**config.mk**
```make
export PLATFORM = sky130hd
export DESIGN_NAME = regfile_wb_arbiter
export DESIGN_NICKNAME = d
export VERILOG_FILES = /design/src/rtl/rf_pkg.sv /design/src/rtl/wb_slot.sv /design/src/rtl/regfile_wb_arbiter.sv
export SDC_FILE = /design/constraint.sdc
export NUM_CORES = 1
export LEC_CHECK = 0
export CORE_UTILIZATION = 49
export DETAILED_ROUTE_END_ITERATION = 10
export GPL_ROUTABILITY_DRIVEN = 0
export PLACE_DENSITY = 0.81
export SLEW_MARGIN = 20
export SYNTH_ARGS = -nofsm -noshare
export SYNTH_HDL_FRONTEND = slang
export SYNTH_SLANG_ARGS = --single-unit
```
**constraint.sdc**
```tcl
create_clock -name clk -period 1.74 [get_ports clk]
set_input_delay 0.348 -clock clk [delete_from_list [all_inputs] [get_ports clk]]
set_output_delay 0.348 -clock clk [all_outputs]
set_load 0.02 [all_outputs]
```
**src/rtl/rf_pkg.sv**
```systemverilog
// Shared register-file constants and the write-back requester encoding.
// Pure type/constant package; no logic, no latency, no flow control.
package rf_pkg;
    localparam int RF_DATA_W = 16;
    localparam int RF_ADDR_W = 4;
    localparam int RF_NREGS  = 16;

    typedef enum logic {
        WB_MEM = 1'b0,
        WB_ALU = 1'b1
    } wb_src_t;
endpackage

```
**src/rtl/wb_slot.sv**
```systemverilog
// One-entry holding register for a write-back requester.
// Latency: loads at the transfer edge; ready = empty or being drained this cycle.
module wb_slot #(
    parameter int DATA_W = 16,
    parameter int ADDR_W = 4
) (
    input  logic              clk,
    input  logic              rst,
    input  logic              valid,
    input  logic [ADDR_W-1:0] rd,
    input  logic [DATA_W-1:0] data,
    input  logic              grant,
    output logic              ready,
    output logic              hold_v,
    output logic [ADDR_W-1:0] hold_rd,
    output logic [DATA_W-1:0] hold_data
);
    assign ready = !rst && (!hold_v || grant);

    // A refill at the same edge as the drain keeps the slot full.
    always_ff @(posedge clk) begin
        if (rst) begin
            hold_v    <= 1'b0;
            hold_rd   <= '0;
            hold_data <= '0;
        end else if (valid && ready) begin
            hold_v    <= 1'b1;
            hold_rd   <= rd;
            hold_data <= data;
        end else if (grant) begin
            hold_v    <= 1'b0;
        end
    end
endmodule

```
**src/rtl/regfile_wb_arbiter.sv**
```systemverilog
// Round-robin arbiter of ALU/load results onto the single register-file write port, plus busy scoreboard.
// Latency: transfer at edge k -> wr during k+1..k+2 (one extra cycle when losing arbitration).
// Backpressure: each requester stalls only while its slot is full and not granted.
module regfile_wb_arbiter
    import rf_pkg::*;
#(
    parameter int DATA_W = RF_DATA_W,
    parameter int ADDR_W = RF_ADDR_W
) (
    input  logic                 clk,
    input  logic                 rst,
    input  logic                 alu_valid,
    output logic                 alu_ready,
    input  logic [ADDR_W-1:0]    alu_rd,
    input  logic [DATA_W-1:0]    alu_data,
    input  logic                 mem_valid,
    output logic                 mem_ready,
    input  logic [ADDR_W-1:0]    mem_rd,
    input  logic [DATA_W-1:0]    mem_data,
    input  logic                 issue_valid,
    input  logic [ADDR_W-1:0]    issue_rd,
    output logic                 wr,
    output logic [ADDR_W-1:0]    Rd,
    output logic [DATA_W-1:0]    RW,
    output logic [2**ADDR_W-1:0] busy
);
    logic              alu_hv, mem_hv;
    logic [ADDR_W-1:0] alu_hrd, mem_hrd;
    logic [DATA_W-1:0] alu_hdata, mem_hdata;
    logic              grant_alu, grant_mem;
    wb_src_t           rr;
    logic [2**ADDR_W-1:0] busy_nxt;

    wb_slot #(.DATA_W(DATA_W), .ADDR_W(ADDR_W)) u_alu (
        .clk(clk), .rst(rst), .valid(alu_valid), .rd(alu_rd), .data(alu_data),
        .grant(grant_alu), .ready(alu_ready),
        .hold_v(alu_hv), .hold_rd(alu_hrd), .hold_data(alu_hdata)
    );

    wb_slot #(.DATA_W(DATA_W), .ADDR_W(ADDR_W)) u_mem (
        .clk(clk), .rst(rst), .valid(mem_valid), .rd(mem_rd), .data(mem_data),
        .grant(grant_mem), .ready(mem_ready),
        .hold_v(mem_hv), .hold_rd(mem_hrd), .hold_data(mem_hdata)
    );

    // Grants look only at slot state, keeping ready free of any valid input.
    always_comb begin
        grant_alu = !rst && alu_hv && (!mem_hv || rr == WB_ALU);
        grant_mem = !rst && mem_hv && (!alu_hv || rr == WB_MEM);
    end

    // Issue set is applied after the write clear so it wins on a collision.
    always_comb begin
        busy_nxt = busy;
        if (wr)
            busy_nxt[Rd] = 1'b0;
        if (issue_valid)
            busy_nxt[issue_rd] = 1'b1;
    end

    always_ff @(posedge clk) begin
        if (rst) begin
            wr   <= 1'b0;
            Rd   <= '0;
            RW   <= '0;
            rr   <= WB_MEM;
            busy <= '0;
        end else begin
            wr   <= grant_alu || grant_mem;
            busy <= busy_nxt;
            if (grant_alu) begin
                Rd <= alu_hrd;
                RW <= alu_hdata;
                rr <= WB_MEM;
            end else if (grant_mem) begin
                Rd <= mem_hrd;
                RW <= mem_hdata;
                rr <= WB_ALU;
            end
        end
    end
endmodule

```
==> out/qor.csv <==
metric,value,unit
drt_pass1_iterations,4,
antennaDiodeCount,0,
num_io_pins,88,
multiInputGateArea,1670,um^2
synth_edf_count,0,
initial_core_util,50.5,%
ys_async_sr_fraction,0,%
setup_tns,0,ns
synthFlopType,dfxtp_1,
fill_cells,568,
drt_drc_violations_left,0,
status,completed,
fin_crit_sh,96.5,%
cp.depth,1,
yosys-mux-area-fraction,13.2,%
antenna_found_initial,0,
yosysSeqAreaShare,47.0,%
synth_top_family_by_area,simple AND/OR/NAND/NOR gates,
internal_power,3.09,mW
powerDensity,918,nW/um^2
ir_drop,0.520,mV
portBuffers,87,
hold_start,rst,
crit_path_max_incr_delay,0.61,ns
setup_viol,0,
grt_max_degree,38,
startpoint,busy[15],
regArea,1600,um^2
synth_most_common_cell,dfxtp_1,
synthAdderAreaFrac,0,%
design_area,4560,um^2
regToRegSetupSlack,0.11,ns
rsz0062_at_grt,no,
synthDominantCellAreaShare,47.0,%
path_max_fanout,2,
syn_nets,386,
cts_inserted_buffers,9,
cp.required,1.39,ns
maxCapViolations,0,
power_frac_comb,17.8,%
fmax,596,MHz
htree_levels,3,
syn-cell-area,3410,um^2
hold_viol_final,0,
yosysTopAreaCell,dfxtp_1,
path_class,reg -> out,
cp_top_family,buffers and inverters,
cp_cell_sequence,clkdlybuf4s50_1,
dieHeight,85.4,um
clk_latency,0.36,ns
clockBufferDepth,2,
hold_path.class,in -> reg,
ff2ff_path_depth,4,
fin_skew,0.0102,ns
power_switching,1.09,mW
met3_usage,6.91,%
vias_per_cell,5.51,
tightest_slew,0.450,ns
cp_num_buf_inv,1,
hold_depth,3,
core_area,6760,um^2
grt.busiest_layer,met2,
clock_sinks,80,
grt_usage,23.1,%
synth.distinct_cells,26,
p_leak,1.72,nW
yosys_warnings,0,
layout_min_cycle_time,1.68,ns
rows,30,
cts_tree,yes,
routed_wl,7.92,mm
finalMaxSlewViolations,0,
nets,470,
die_w,85.4,um
cp_slowest_cell,clkdlybuf4s50_1,
synth_seq_cells,80,
synth_xor_area_share,0,%
gr-total-overflow,0,
syn-mean-instance-area,10.1,um^2
drt-initial-drc-count,117,
grt_pass1_vias,2629,
die-area,7300,um^2
dp_hpwl,5.56,mm
p_sw_share,26.1,%
grt_pass1_wl,12.9,mm
critPathArrivalTime,1.33,ns
drive_gt1_share,22.1,%
synth_compound_area_share,16.0,%
p_clk_share,33.4,%
routed-via-count,2788,
synthCells,337,
cp-start-kind,register,
synth.top_cells.by_count,"80 x dfxtp_1, 45 x nor2_1, 42 x nor2b_1, 40 x mux2_2",
cts_root_buf,clkbuf_8,
grt_use_met1,30.7,%
synthTopCellsByArea,"dfxtp_1 47%, mux2_2 13%, a2111oi_2 8.8%",
ant_nets,0,
pwr-share-seq,48.8,%
placed_area,4360,um^2
synthSimpleGateAreaFrac,19.7,%
crit_path_end_kind,output pin,
max-slew-margin-rel,70.0,%
wl_per_cell,15.6,um
path_clk_slew,0.08,ns
area_delta_synth_final,33.6,%
groute.layer.met2.usage,34.6,%
r2r_start,u_mem.hold_v,
## cells by family (layout without fill, tap and decap cells)
logic type | Yosys count | count (layout)
flip-flops | 80 | 80
AO/OA/AOI/OAI | 58 | 58
AND/OR/NAND/NOR | 129 | 129
multiplexers | 40 | 40
buffers and inverters | 30 | 119
## power groups by stage
stage | logic (mW) | registers [mW] | clock network (mW)
floorplan | 0.381 | 2.13 | 0
global placement | 0.737 | 2.08 | 0
detailed placement | 0.752 | 2.08 | 0
CTS | 0.750 | 2.04 | 1.42
global route | 0.806 | 2.06 | 1.52
finish | 0.745 | 2.04 | 1.40
## placed cells by master, fill, tap and decap left out, types with 2 or more instances in the layout
cell type / instances
clkdlybuf4s50_1: 81
a31oi_1: 2
nor2_1: 45
buf_12: 2
o211ai_1: 11
buf_4: 10
nand3b_1: 5
dfxtp_1: 80
mux2_2: 40
or3b_2: 2
o21ai_0: 16
clkinvlp_4: 3
nor3_1: 20
nand3_1: 3
a2111oi_2: 20
o311ai_0: 4
nand2_1: 4
inv_1: 4
nand2b_1: 4
a21oi_1: 3
dlygate4sd2_1: 3
nor2b_1: 42
clkbuf_2: 2
clkbuf_8: 11
## per-layer routing
| layer | vias up | part of all wire, % | wire, um |
|---|---|---|---|
| met5 | - | 0 | 0 |
| met4 | 0 | 2.5 | 197 |
| met3 | 21 | 6.2 | 489 |
| met2 | 100 | 45 | 3590 |
| met1 | 1303 | 46 | 3640 |
| li1 | 1364 | - | - |
## path summary, 6_finish.rpt
path / end
worst max-delay path: busy[15]
worst min-delay path: RW[9]
worst min register to register: busy[12]
worst max register to register: RW[15]
## state kept, by name, summed over array words and instances, names as in the netlist
name             cells
rr                   1
busy                16
u_alu.hold_v         1
RW                  16
u_mem.hold_data     16
u_alu.hold_rd        4
u_mem.hold_v         1
wr                   1
u_alu.hold_data     16
u_mem.hold_rd        4
Rd                   4
## metrics by stage
step	total power [mW]	hold WS, ns	cells	utilization, %	worst slack [ns]
5_1_grt	4.39	0.401	506	67.4	0.0200
6_report	4.18	0.400	506	67.4	0.0610
4_1_cts	4.21	0.393	506	67.6	0.00137
3_3_place_gp	2.82	0.477	490	64.6	0.0355
3_5_place_dp	2.83	0.491	490	64.6	0.0367
2_1_floorplan	2.51	0.466	337	-	0.129
## repair_timing
item	CTS	global route
endpoints found under the setup margin	5	2
hold buffers	0	0
endpoints found under the hold margin	0	0
buffers inserted	0	0
resized for setup	6	4
## final cells by class
| class | instances | share of cell area [%] |
|---|---|---|
| multi-input combinational | 227 | 36.5 |
| sequential | 80 | 35.1 |
| timing repair buffer | 99 | 21.2 |
| clock buffer | 12 | 3.40 |
| tap | 80 | 2.20 |
| clock inverter | 4 | 1.15 |
| inverter | 4 | 0.329 |
(Power assumes the default switching activity.)
